### config.mk
export PLATFORM = sky130hd
export DESIGN_NAME = id_ex_stage
export DESIGN_NICKNAME = d
export VERILOG_FILES = /design/src/rtl/id_ex_stage_pkg.sv /design/src/rtl/id_ex_fwd_mux.sv /design/src/rtl/id_ex_stage.sv
export SDC_FILE = /design/constraint.sdc
export NUM_CORES = 1
export LEC_CHECK = 0
export CAP_MARGIN = 15
export CORE_MARGIN = 1.5
export CORE_UTILIZATION = 35
export DETAILED_ROUTE_END_ITERATION = 6
export PLACE_DENSITY = 0.75
export SETUP_SLACK_MARGIN = 0.2
export SYNTH_ARGS = -nofsm -noshare
export SYNTH_HDL_FRONTEND = slang
export SYNTH_SLANG_ARGS = --single-unit
### constraint.sdc
create_clock -name clk -period 2.5 [get_ports clk]
set_clock_uncertainty 0.1 [all_clocks]
set_input_delay 0.5 -clock clk [delete_from_list [all_inputs] [get_ports clk]]
set_output_delay 0.5 -clock clk [all_outputs]
set_load 0.01 [all_outputs]
### src/rtl/id_ex_stage_pkg.sv
// Shared definitions for the ID/EX pipeline register: control-word layout,
// opcodes and the bubble value loaded on flush, load-use and reset.
package id_ex_stage_pkg;

  localparam int CTRL_W          = 9;
  localparam int CTRL_WE         = 8;
  localparam int CTRL_MEM_READ   = 7;
  localparam int CTRL_MEM_WRITE  = 6;
  localparam int CTRL_MEM_TO_REG = 5;
  localparam int CTRL_ALU_SRC    = 4;
  localparam int CTRL_ALU_OP_MSB = 3;
  localparam int CTRL_ALU_OP_LSB = 0;

  localparam logic [5:0] OP_LW  = 6'h23;
  localparam logic [5:0] OP_SW  = 6'h2b;
  localparam logic [5:0] OP_SH  = 6'h29;
  localparam logic [5:0] OP_BEQ = 6'h04;
  localparam logic [5:0] OP_BNE = 6'h05;

  typedef struct packed {
    logic              valid;
    logic [31:0]       pc;
    logic [31:0]       a;
    logic [31:0]       b;
    logic [31:0]       imm;
    logic [4:0]        ra;
    logic [4:0]        rb;
    logic [4:0]        rd;
    logic [5:0]        op;
    logic [5:0]        func;
    logic [CTRL_W-1:0] ctrl;
  } ex_reg_t;

  localparam ex_reg_t EX_BUBBLE = '0;

  // FLUSH and BUBBLE load the same value but are kept apart for the counters
  typedef enum logic [1:0] {
    UPD_LOAD,
    UPD_HOLD,
    UPD_BUBBLE,
    UPD_FLUSH
  } ex_upd_e;

  function automatic logic rd_hits(input logic [4:0] rd, input logic [4:0] ra,
                                   input logic [4:0] rb);
    return (rd != 5'd0) && ((rd == ra) || (rd == rb));
  endfunction

endpackage

### src/rtl/id_ex_fwd_mux.sv
// Operand forwarding for the EX stage: selects MEM/WB bypass data over the
// registered operands and applies the immediate for the ALU B input.
module id_ex_fwd_mux (
  input  logic [31:0] ex_a_i,
  input  logic [31:0] ex_b_i,
  input  logic [31:0] ex_imm_i,
  input  logic        alu_src_i,
  input  logic        a_mem_i,
  input  logic        a_wb_i,
  input  logic        b_mem_i,
  input  logic        b_wb_i,
  input  logic [31:0] mem_fwd_i,
  input  logic [31:0] wb_fwd_i,
  output logic [31:0] alu_a_o,
  output logic [31:0] alu_b_o,
  output logic [31:0] store_data_o
);

  logic [31:0] w_fwd_a;
  logic [31:0] w_fwd_b;

  // MEM result is younger than WB data, so it wins when both are selected
  assign w_fwd_a = a_mem_i ? mem_fwd_i : (a_wb_i ? wb_fwd_i : ex_a_i);
  assign w_fwd_b = b_mem_i ? mem_fwd_i : (b_wb_i ? wb_fwd_i : ex_b_i);

  assign alu_a_o      = w_fwd_a;
  assign alu_b_o      = alu_src_i ? ex_imm_i : w_fwd_b;
  assign store_data_o = w_fwd_b;

endmodule

### src/rtl/id_ex_stage.sv
// ID/EX pipeline register with load-use detection and operand forwarding.
// Define ID_EX_PERF_CNT_EN to add bubble/hold performance counters.
module id_ex_stage
  import id_ex_stage_pkg::*;
(
  input  logic              clk,
  input  logic              rst_n,
  input  logic              stall_i,
  input  logic              flush_i,
  input  logic              id_valid_i,
  input  logic [31:0]       id_pc_i,
  input  logic [31:0]       id_a_i,
  input  logic [31:0]       id_b_i,
  input  logic [31:0]       id_imm_i,
  input  logic [4:0]        id_ra_i,
  input  logic [4:0]        id_rb_i,
  input  logic [4:0]        id_rd_i,
  input  logic [5:0]        id_op_i,
  input  logic [5:0]        id_func_i,
  input  logic [CTRL_W-1:0] id_ctrl_i,
  input  logic              a_mem_i,
  input  logic              a_wb_i,
  input  logic              b_mem_i,
  input  logic              b_wb_i,
  input  logic [31:0]       mem_fwd_i,
  input  logic [31:0]       wb_fwd_i,
  output logic              ex_valid_o,
  output logic [31:0]       ex_pc_o,
  output logic [4:0]        ex_ra_o,
  output logic [4:0]        ex_rb_o,
  output logic [4:0]        ex_rd_o,
  output logic [5:0]        ex_op_o,
  output logic [5:0]        ex_func_o,
  output logic [CTRL_W-1:0] ex_ctrl_o,
  output logic [31:0]       alu_a_o,
  output logic [31:0]       alu_b_o,
  output logic [31:0]       store_data_o,
  output logic              load_use_o
`ifdef ID_EX_PERF_CNT_EN
  ,
  output logic [31:0]       bubble_cnt_o,
  output logic [31:0]       hold_cnt_o
`endif
);

  ex_reg_t r_ex;
  ex_reg_t w_id;
  ex_upd_e w_upd;
  logic    w_load_use;

  assign w_id = '{valid: id_valid_i, pc: id_pc_i, a: id_a_i, b: id_b_i,
                  imm: id_imm_i, ra: id_ra_i, rb: id_rb_i, rd: id_rd_i,
                  op: id_op_i, func: id_func_i, ctrl: id_ctrl_i};

  assign w_load_use = r_ex.valid && r_ex.ctrl[CTRL_MEM_READ] && id_valid_i &&
                      rd_hits(r_ex.rd, id_ra_i, id_rb_i);

  // A stall outranks the load-use bubble, so the load stays in EX and the
  // hazard keeps being reported until the stall is released
  always_comb begin
    w_upd = UPD_LOAD;
    if (flush_i)         w_upd = UPD_FLUSH;
    else if (stall_i)    w_upd = UPD_HOLD;
    else if (w_load_use) w_upd = UPD_BUBBLE;
  end

  always_ff @(posedge clk) begin
    if (!rst_n) begin
      r_ex <= EX_BUBBLE;
    end else begin
      case (w_upd)
        UPD_FLUSH, UPD_BUBBLE: r_ex <= EX_BUBBLE;
        UPD_HOLD:              r_ex <= r_ex;
        default:               r_ex <= w_id;
      endcase
    end
  end

`ifdef ID_EX_PERF_CNT_EN
  logic [31:0] r_bubble_cnt;
  logic [31:0] r_hold_cnt;

  always_ff @(posedge clk) begin
    if (!rst_n) begin
      r_bubble_cnt <= 32'd0;
      r_hold_cnt   <= 32'd0;
    end else begin
      if (w_upd == UPD_BUBBLE) r_bubble_cnt <= r_bubble_cnt + 32'd1;
      if (w_upd == UPD_HOLD)   r_hold_cnt   <= r_hold_cnt + 32'd1;
    end
  end

  assign bubble_cnt_o = r_bubble_cnt;
  assign hold_cnt_o   = r_hold_cnt;
`endif

  assign ex_valid_o = r_ex.valid;
  assign ex_pc_o    = r_ex.pc;
  assign ex_ra_o    = r_ex.ra;
  assign ex_rb_o    = r_ex.rb;
  assign ex_rd_o    = r_ex.rd;
  assign ex_op_o    = r_ex.op;
  assign ex_func_o  = r_ex.func;
  assign ex_ctrl_o  = r_ex.ctrl;
  assign load_use_o = w_load_use;

  id_ex_fwd_mux u_fwd (
    .ex_a_i      (r_ex.a),
    .ex_b_i      (r_ex.b),
    .ex_imm_i    (r_ex.imm),
    .alu_src_i   (r_ex.ctrl[CTRL_ALU_SRC]),
    .a_mem_i     (a_mem_i),
    .a_wb_i      (a_wb_i),
    .b_mem_i     (b_mem_i),
    .b_wb_i      (b_wb_i),
    .mem_fwd_i   (mem_fwd_i),
    .wb_fwd_i    (wb_fwd_i),
    .alu_a_o     (alu_a_o),
    .alu_b_o     (alu_b_o),
    .store_data_o(store_data_o)
  );

endmodule

==> summary.txt <==
Status
  • Result of the run: completed

Synth
  • Top-count cell post-synth: nand2_1
  • Mapped Cells: 1090
  • Ys async rst share: 0%
  • Mux contribution to synthesized area: 11.2%
  • Most used DFF post-synth: dfxtp_1
  • Mean post-synth cell area: 8.23 sq um
  • Post-Syn Nets: 1327
  • Register area share after synthesis: 36.8%
  • Area leader, netlist: dfxtp_1
  • Adder-cell area share of the yosys netlist: 0%
  • #FFs+latches synth: 165
  • Largest family of logic cells by synthesized area: compound AO/OA/AOI/OAI gates
  • XOR/XNOR Fraction of Synth Area: 0.976%
  • Post-synth cell types: 19
  • Synth warn: 0
  • Synth top cells by count: 231 x nand2_1, 223 x o21ai_0, 165 x a32oi_1, 165 x dfxtp_1, 90 x clkbuf_1
  • Simple-Gate Fraction of Synth Area: 10.1%
  • Count of flip-flops with a built-in enable after synthesis: 0
  • Cell Area, Synth: 0.00897 sq mm
  • Ranking of synthesized cells by area: dfxtp_1 37%, a32oi_1 16%, o21ai_0 12%
  • Area fraction of the dominant cell type after synthesis: 36.8%
  • Synth Area in Compound Gates: 29.1%

Power and ir drop
  • P per Cell Area: 518 mW/mm^2
  • Leak: 5.61 nW
  • Peak supply drop: 0.279 mV

Route
  • Routed len/inst: 19.3 um
  • First DRT Iteration DRCs: 890
  • Drt first pass iters: 5
  • Post-route ant nets: 0
  • Vias: 9983
  • Post-Route WL: 34.7 mm
  • DRC: 0
  • Vias per cell: 5.55

Place
  • GP Congestion: 0.851
  • Dpl cells: 1738
  • Post-DP HPWL: 23.2 mm
  • I/O Buffers: 402
  • Pre-CTS WS: -435 ps

Setup path
  • Top cell by count, worst path: buf_6
  • CP cell instances: or4_4 > o2111ai_4 > nor2b_4 > buf_6 > buf_6
  • Critical path class: flip-flop to output pin
  • CP Capture Type: output pin
  • Worst path slowest cell: or4_4
  • Critical path peak fanout: 2
  • Critical Path AT: 1860 ps
  • CP bufs+invs: 2
  • CP Launch Type: flip-flop
  • Worst EP required: 1900 ps
  • Slowest Stage Delay on Critical Path: 540 ps
  • Delay-heaviest family, CP: simple AND/OR/NAND/NOR gates

Floorplan
  • Row count: 58
  • DIE HEIGHT: 163 um
  • Die W: 163 um
  • Die area: 0.0266 sq mm
  • Core Region: 0.0252 sq mm
  • IO Pins: 403
  • Initial Utilization: 35.6%

STA
  • Period utilization: 98.5%
  • Worst slew pin tran: 596 ps
  • Final Hold Viols: 0
  • Slew headroom: 60.3%
  • Min cycle time layout: 2460 ps
  • Final worst setup slack: 36.9 ps
  • Peak Freq: 0.406 GHz
  • Slew Limit Fails: 0
  • Unrepaired setup endpoints after global routing: true
  • Setup-failing EPs final: 0

Layout
  • Final nets: 1694
  • ANT cells: 0
  • Area taken by multi-input logic gates: 0.00476 sq mm
  • Finished Layout Cells: 1800
  • Layout cells sized above 1: 17.6%
  • Area grow syn2layout: 60.9%
  • Reg area: 0.00331 sq mm
  • Filler cells: 2193

GRT
  • Global-route usage over all layers: 24.0%
  • Global-route wire length before repair: 50.4 mm
  • Initial antenna violation count: 0
  • Largest net degree at the start of global routing: 88
  • Total gr overflow: 0
  • Vias in the first global route: 9154

CTS
  • Clk buf depth: 2
  • CTS tree: built
  • Clock root cell: clkbuf_16
  • CTS H-tree lvls: 4
  • Clk slew on worst S/H paths: 70 ps
  • Number of CTS-inserted buffers: 17
  • Worst skew pair latency: 420 ps
  • CTS Hold Bufs: 0
  • Clock sink count: 165

Min path
  • Min-delay worst type: flip-flop to flip-flop

Run
  • Max Cap Viol: 0
==> worst paths after layout <==
kind | startpoint | end | slack [ps] | cells past startpoint
setup reg to reg | ex_rd_o[3]$_SDFFE_PN0P_ | ex_rb_o[0]$_SDFFE_PN0P_ | 270 | 7
hold reg to reg | r_ex[112]$_SDFFE_PN0P_ | r_ex[112]$_SDFFE_PN0P_ | 370 | 2
setup / recovery | ex_rd_o[3]$_SDFFE_PN0P_ | load_use_o | 40 | 5
hold / removal | r_ex[112]$_SDFFE_PN0P_ | r_ex[112]$_SDFFE_PN0P_ | 370 | 2
==> tightest hold or removal path: cells and delay by family, from the launching register on <==
| kind | cells | cell delay [ps] |
|---|---|---|
| flops | 1 | 330 |
| compound gates | 2 | 110 |
==> cell families (layout without fill, tap and decap cells) <==
family,after synthesis,count (layout)
buffers and inverters,185,565
multiplexers,96,96
XOR/XNOR,10,10
flip-flops,165,165
AO/OA/AOI/OAI,396,396
AND/OR/NAND/NOR,238,238
==> stage by stage <==
| stage | setup TNS [ps] | hold WS [ps] | instance area, sq um | total power, mW | util, % |
|---|---|---|---|---|---|
| 5_1_grt | -34.3 | 396 | 14400 | 7.78 | 57.3 |
| 3_5_place_dp | -45650 | 352 | 13400 | 4.78 | 53.1 |
| 2_1_floorplan | 0 | 330 | 8970 | 3.67 | - |
| 4_1_cts | -10.3 | 371 | 14000 | 7.44 | 55.8 |
| 3_3_place_gp | -43210 | 343 | 13400 | 4.75 | 53.1 |
| 6_report | 0 | 371 | 14400 | 7.47 | 57.3 |
==> report_power, final <==
| group | switching (mW) | leakage [nW] | internal (mW) |
|---|---|---|---|
| clock network | 1.22 | 0.292 | 1.47 |
| registers | 0.103 | 1.36 | 2.80 |
| logic | 0.811 | 3.97 | 1.07 |
==> cell type report <==
class | instances | share of cell area (%)
tap | 330 | 2.86
multi-input combinational | 740 | 32.9
clock buffer | 19 | 3.14
sequential | 165 | 22.9
timing repair buffer | 533 | 37.2
clock inverter | 13 | 0.971
==> routing by layer <==
metal / wire length [um] / vias up / track usage, %
li1: - / 4695 / -
met5: 0 / - / 0
met1: 14100 / 4705 / 30.6
met3: 2580 / 87 / 4.67
met2: 16600 / 496 / 39.2
met4: 1340 / 0 / 11.0
==> layout by cell type, fill, tap and decap left out <==
cell type and instances:
clkdlybuf4s50_1 280, nand2_1 231, o21ai_0 186, a32oi_1 165
dfxtp_1 163, buf_4 92, mux2i_1 61, dlygate4sd2_1 59
o21ai_1 40, buf_6 37, buf_12 21, clkbuf_16 19
mux2_4 16, mux2_2 16, buf_2 10, xnor2_1 9
clkdlybuf4s15_1 8, clkbuf_2 8, buf_16 7, dlymetal6s2s_1 7
inv_8 4, clkinv_4 4, o21ai_2 3, mux2i_2 2
nand3_1 2, nor2b_4 2, clkbuf_8 2, inv_6 2
dfxtp_2 2, clkdlybuf4s15_2 2, mux2i_4 1, or4_4 1
o2111ai_4 1, xnor2_2 1, o22ai_4 1, nor2b_1 1
and2_4 1, clkinvlp_4 1, bufinv_16 1, clkinv_2 1
==> state kept, by name, indices dropped and copies added (netlist names) <==
name / flops
ex_rb_o: 5
r_ex: 96
ex_func_o: 6
ex_ctrl_o: 9
ex_ra_o: 5
ex_rd_o: 5
ex_op_o: 6
ex_pc_o: 32
ex_valid_o: 1
==> repair_timing <==
item,4_1_cts,5_1_grt
cloned,3,2
resized for setup,259,100
setup endpoints to repair,223,200
pin swaps,16,28
setup buffers,13,12
No activity file was read; power rests on OpenSTA's default activity.
